`src/rtl/split_sampler_pkg.sv`:
```
// Shared types and constants for the split_N candidate sampler.
package split_sampler_pkg;

   localparam logic [63:0] GOLDEN = 64'h9E3779B97F4A7C15;

   localparam int SH_A = 13;
   localparam int SH_B = 7;
   localparam int SH_C = 17;

   typedef enum logic [1:0] {
      IDLE = 2'd0,
      RUN  = 2'd1,
      HOLD = 2'd2,
      DONE = 2'd3
   } state_t;

   function automatic logic [63:0] xs64_step(input logic [63:0] x);
      logic [63:0] y;
      y = x ^ (x << SH_A);
      y = y ^ (y >> SH_B);
      y = y ^ (y << SH_C);
      return y;
   endfunction

   // A zero state would lock xorshift at zero forever.
   function automatic logic [63:0] lane_seed(input logic [63:0] s, input int k);
      logic [63:0] v;
      v = s ^ (64'(k) * GOLDEN);
      return (v == 64'd0) ? GOLDEN : v;
   endfunction

endpackage

```
`src/rtl/xorshift64_lane.sv`:
```
// One 64-bit xorshift generator lane with load and advance controls.
module xorshift64_lane
   import split_sampler_pkg::*;
(
   input  logic        clk,
   input  logic        load,
   input  logic [63:0] load_val,
   input  logic        adv,
   output logic [63:0] state
);

   always_ff @(posedge clk) begin
      if (load)
         state <= load_val;
      else if (adv)
         state <= xs64_step(state);
   end

endmodule

```
`src/rtl/split_sampler.sv`:
```
// Candidate generator and solution collector for a split_N checker.
module split_sampler
   import split_sampler_pkg::*;
#(
   parameter int VEC_W = 394,
   parameter int CNT_W = 32
)(
   input  logic             clk,
   input  logic             rst,
   input  logic             start,
   input  logic [63:0]      seed,
   input  logic [CNT_W-1:0] budget,
   input  logic             abort,
   output logic [VEC_W-1:0] cand,
   output logic             cand_valid,
   input  logic             sat,
   output logic [VEC_W-1:0] sol_data,
   output logic             sol_valid,
   input  logic             sol_ready,
   output logic [CNT_W-1:0] trials,
   output logic [CNT_W-1:0] hits,
   output logic             done,
   output logic             found
);

   localparam int LANES = (VEC_W + 63) / 64;
   localparam logic [CNT_W-1:0] ONE = 1;

   state_t state, state_n;
   logic [CNT_W-1:0] bud, trials_inc, hits_inc;
   logic [LANES*64-1:0] lanes;
   logic go, adv, done_n;

   assign go = start && !abort && (state == IDLE || state == DONE);
   assign trials_inc = (&trials) ? trials : trials + ONE;
   assign hits_inc = (&hits) ? hits : hits + ONE;

   assign cand = lanes[VEC_W-1:0];
   assign cand_valid = (state == RUN);
   assign sol_valid = (state == HOLD);

   // Reset loads zero so cand comes out of reset cleared.
   for (genvar k = 0; k < LANES; k++) begin : g_lane
      logic [63:0] lv;
      assign lv = rst ? 64'd0 : lane_seed(seed, k);
      xorshift64_lane u_lane (
         .clk      (clk),
         .load     (rst | go),
         .load_val (lv),
         .adv      (adv),
         .state    (lanes[k*64 +: 64])
      );
   end

   if (LANES * 64 > VEC_W) begin : g_pad
      logic unused_pad;
      assign unused_pad = ^lanes[LANES*64-1:VEC_W];
   end

   always_ff @(posedge clk) begin
      if (rst)
         state <= IDLE;
      else
         state <= state_n;
   end

   always_comb begin
      state_n = state;
      adv = 1'b0;
      done_n = 1'b0;
      if (abort) begin
         state_n = IDLE;
      end else if (go) begin
         state_n = (budget == '0) ? DONE : RUN;
         done_n = (budget == '0);
      end else begin
         unique case (state)
            RUN: begin
               if (sat) begin
                  state_n = HOLD;
               end else if (trials_inc == bud) begin
                  state_n = DONE;
                  done_n = 1'b1;
               end else begin
                  adv = 1'b1;
               end
            end
            HOLD: begin
               if (sol_ready) begin
                  if (trials == bud) begin
                     state_n = DONE;
                     done_n = 1'b1;
                  end else begin
                     state_n = RUN;
                     adv = 1'b1;
                  end
               end
            end
            default: ;
         endcase
      end
   end

   always_ff @(posedge clk) begin
      if (rst) begin
         trials <= '0;
         hits <= '0;
         found <= 1'b0;
         bud <= '0;
         sol_data <= '0;
         done <= 1'b0;
      end else begin
         done <= done_n;
         if (go) begin
            trials <= '0;
            hits <= '0;
            found <= 1'b0;
            bud <= budget;
         end else if (!abort && state == RUN) begin
            trials <= trials_inc;
            if (sat) begin
               hits <= hits_inc;
               found <= 1'b1;
               sol_data <= cand;
            end
         end
      end
   end

endmodule

```
`config.mk`:
```
export PLATFORM = sky130hd
export DESIGN_NAME = split_sampler
export DESIGN_NICKNAME = d
export VERILOG_FILES = /design/src/rtl/split_sampler_pkg.sv /design/src/rtl/xorshift64_lane.sv /design/src/rtl/split_sampler.sv
export SDC_FILE = /design/constraint.sdc
export NUM_CORES = 2
export LEC_CHECK = 0
export CAP_MARGIN = 20
export CORE_MARGIN = 4
export CORE_UTILIZATION = 36
export DETAILED_ROUTE_END_ITERATION = 10
export HOLD_SLACK_MARGIN = 0.15
export PLACE_DENSITY = 0.65
export SLEW_MARGIN = 0
export SYNTH_ARGS = -nofsm -noshare
export SYNTH_HDL_FRONTEND = slang
export SYNTH_SLANG_ARGS = --single-unit
```
`constraint.sdc`:
```
create_clock -name clk -period 57.2 [get_ports clk]
set_input_delay 5.72 -clock clk [delete_from_list [all_inputs] [get_ports clk]]
set_output_delay 5.72 -clock clk [all_outputs]
set_load 0.02 [all_outputs]
```
==> run metrics <==
core area 132100 um^2; Layout Cells excl Fill 7877; Final setup viols 0; clk slew on worst S/H paths 60 ps; class of the worst hold path reg -> reg; Die H 373.6 um; RR Startpoint trials[1]; Comb pwr share 0.542; Internal 2.499 mW; sequential area share after synthesis 0.4851; htree depth 3; global placement routability congestion 0.9081; CP Launch Type input port; yosys warns 0; hold buffers post-CTS 0; die area 139600 um^2; Worst slew margin 0.2152; hold wc startpoint sol_data[39]; max frequency 107.5 MHz; crit path time final 9304 ps; DR pass1 iterations 6; Synthesized Nets 5287; Critical Path Start abort; Sinks on Clock Net 942; Setup TNS 0 ps; DRT iter0 DRCs 5069; post-synth top area cell edfxtp_1; Slew Limit Fails 0; post-route ant nets 0; mapped cell area 48110 um^2; pin count of the biggest net entering global routing 216; vias in the first global route 40840; Unique masters post-synth 67; initial antenna violation count 33; PwrDens 69.07 nW/um^2; IO buf count 957; EDFF count, synth 448; Worst-Margin Slew 1174 ps; Clk pwr share 0.159; initial core utilization 0.3642; static leakage 21.06 nW; Clock Skew 44.93 ps; placed cell area 59360 um^2; RSZ-0062 raised after global routing false; vias after detailed routing 43490; first-pass GRT wire length 308.6 mm; sequential power share 0.299; fin util 0.4764; CP Class in -> reg; CTS tree built; GRT Util Overall 0.3013; maxcap violations 0; Syn-to-layout area delta 30.82%; final hold violation count 0; worst skew pair latency 770 ps; DP Cell Count 7653; dominant register cell in the synthesized netlist dfxtp_1; Finished Cell Area 62940 um^2; switching share of power 0.4252; post-cts sizing count 0; post-synthesis register bit count 942; Peak VDD IR 0.00003487 V; Net Switching 1.848 mW; CTS Buf Count 108; CP arrival 9960 ps; DRC errors left 0; async set-or-reset flop fraction in the synthesized netlist 0; number of buffers added for setup after CTS 0; CP max FO 98; die width 373.6 um; WL/cell 28.04 um; status complete, no violations; CP Capture Type register; dpl hpwl 154.7 mm; maximum buffer depth of the clock tree 3; Post-Synthesis Cells 5181; share of cells above drive strength 1 0.04881; data required time of the worst path 57860 ps; Layout Nets 6117; Cell Rows 133; I/O pins 958; # fillers 12580; top cells by area, synth edfxtp_1 (28%), dfxtp_1 (21%), xnor2_1 (18%); final wirelength 220.8 mm; Avg Cell Area, Syn 9.287 um^2; Vias per Instance 5.521; Tcrit/Tclk final 0.1627; CTS root buffer clkbuf_16; total gr overflow 0; Synth top area share 0.2796
power groups by stage:
stage / combinational, mW / clock, mW / sequential [mW]
final: 2.35 / 0.691 / 1.30
after global routing: 2.52 / 0.725 / 1.31
after detailed placement: 2.32 / 0 / 1.30
after floorplan: 1.59 / 0 / 1.32
after CTS: 2.34 / 0.700 / 1.29
after global placement: 2.28 / 0 / 1.30
cells by family (layout without fill, tap and decap cells):
family	count (synthesis)	in the layout	share of synthesized area
AND/OR/NAND/NOR	1582	1582	0.1370
adder cells (fa/ha/maj)	4	4	0.001040
other	0	17	0
flip-flops	942	942	0.4851
XOR/XNOR	1272	1272	0.2315
AO/OA/AOI/OAI	1034	1034	0.1155
multiplexers	4	4	0.0008582
buffers and inverters	343	1267	0.02892
flip-flops by register name, indices dropped and copies added (netlist names):
| signal | count |
|---|---|
| bud | 32 |
| sol_data | 394 |
| done | 1 |
| hits | 32 |
| g_lane.u_lane.state | 448 |
| found | 1 |
| trials | 32 |
| state | 2 |
synth_stat cells, types with 5 or more instances:
master and count:
and4_1 12, o21ai_0 447, o22ai_1 63, dfxtp_1 494, nand2b_1 8, buf_2 8, buf_4 18, nor3_1 28
a211oi_1 6, xor2_1 271, a22o_1 31, nor2_1 102, nand4b_1 6, buf_1 11, nand4_1 48, xnor2_1 1001
a21o_1 23, edfxtp_1 448, or4_1 5, a21oi_1 433, or3_1 15, nand3_1 40, and2_1 9, clkbuf_1 291
or2_2 5, and3_1 13, nand2_1 1226, nor4_1 32, nor2b_1 16, o21ai_1 5, inv_1 9
cell type report:
cell class / count / area (um^2) / share of cell area
Clock inverter: 42 / 294.0 / 0.004672
Inverter: 9 / 33.78 / 0.0005367
Antenna cell: 17 / 42.54 / 0.0006759
Tap cell: 1755 / 2196 / 0.03489
Multi-Input combinational cell: 3896 / 23440 / 0.3724
Timing Repair Buffer: 1054 / 10430 / 0.1657
Clock buffer: 162 / 3166 / 0.05029
Sequential cell: 942 / 23340 / 0.3709
final timing paths:
kind	endpoint	slack, ps	cells after the start
setup reg to reg	g_lane[1].u_lane.state[56]	51710	13
hold reg to reg	sol_data[39]	450	2
setup / recovery	sol_data[128]	47900	7
hold / removal	sol_data[39]	450	2
through the flow:
stage,power [mW],hold WS [ps],setup WS (ps)
after global placement,3.589,440.7,46880
final,4.347,451.9,47900
after detailed placement,3.622,445.3,46800
after global routing,4.556,462.8,47620
after CTS,4.331,453.3,47610
after floorplan,2.913,466.1,17830
layer usage:
metal | routed length (um) | up-vias | track usage
li1 | - | 19096 | -
met1 | 85220 | 21367 | 0.3794
met2 | 101200 | 2508 | 0.4818
met3 | 23250 | 501 | 0.08519
met4 | 11070 | 18 | 0.1332
met5 | 125 | - | 0
layout by cell type, fill, tap and decap left out, types with 12 or more instances in the layout:
cell,count
a21o_1,23
a21oi_1,433
a22o_1,31
and3_1,12
and4_1,12
buf_4,89
clkbuf_1,33
clkbuf_16,114
clkbuf_8,13
clkdlybuf4s50_1,952
clkinv_2,25
dfxtp_1,494
diode_2,17
edfxtp_1,448
nand2_1,1225
nand3_1,39
nand4_1,48
nor2_1,101
nor2b_1,16
nor3_1,26
nor4_1,32
o21ai_0,446
o22ai_1,63
or3_1,15
xnor2_1,1001
xor2_1,271
worst max-delay path, cell delays in order:
cell and delay (ps):
clkdlybuf4s50_1 590, nor2b_1 700, and3_4 850, buf_4 700, buf_4 880, nand2_1 110
a21oi_1 180
(Power assumes the default switching activity.)
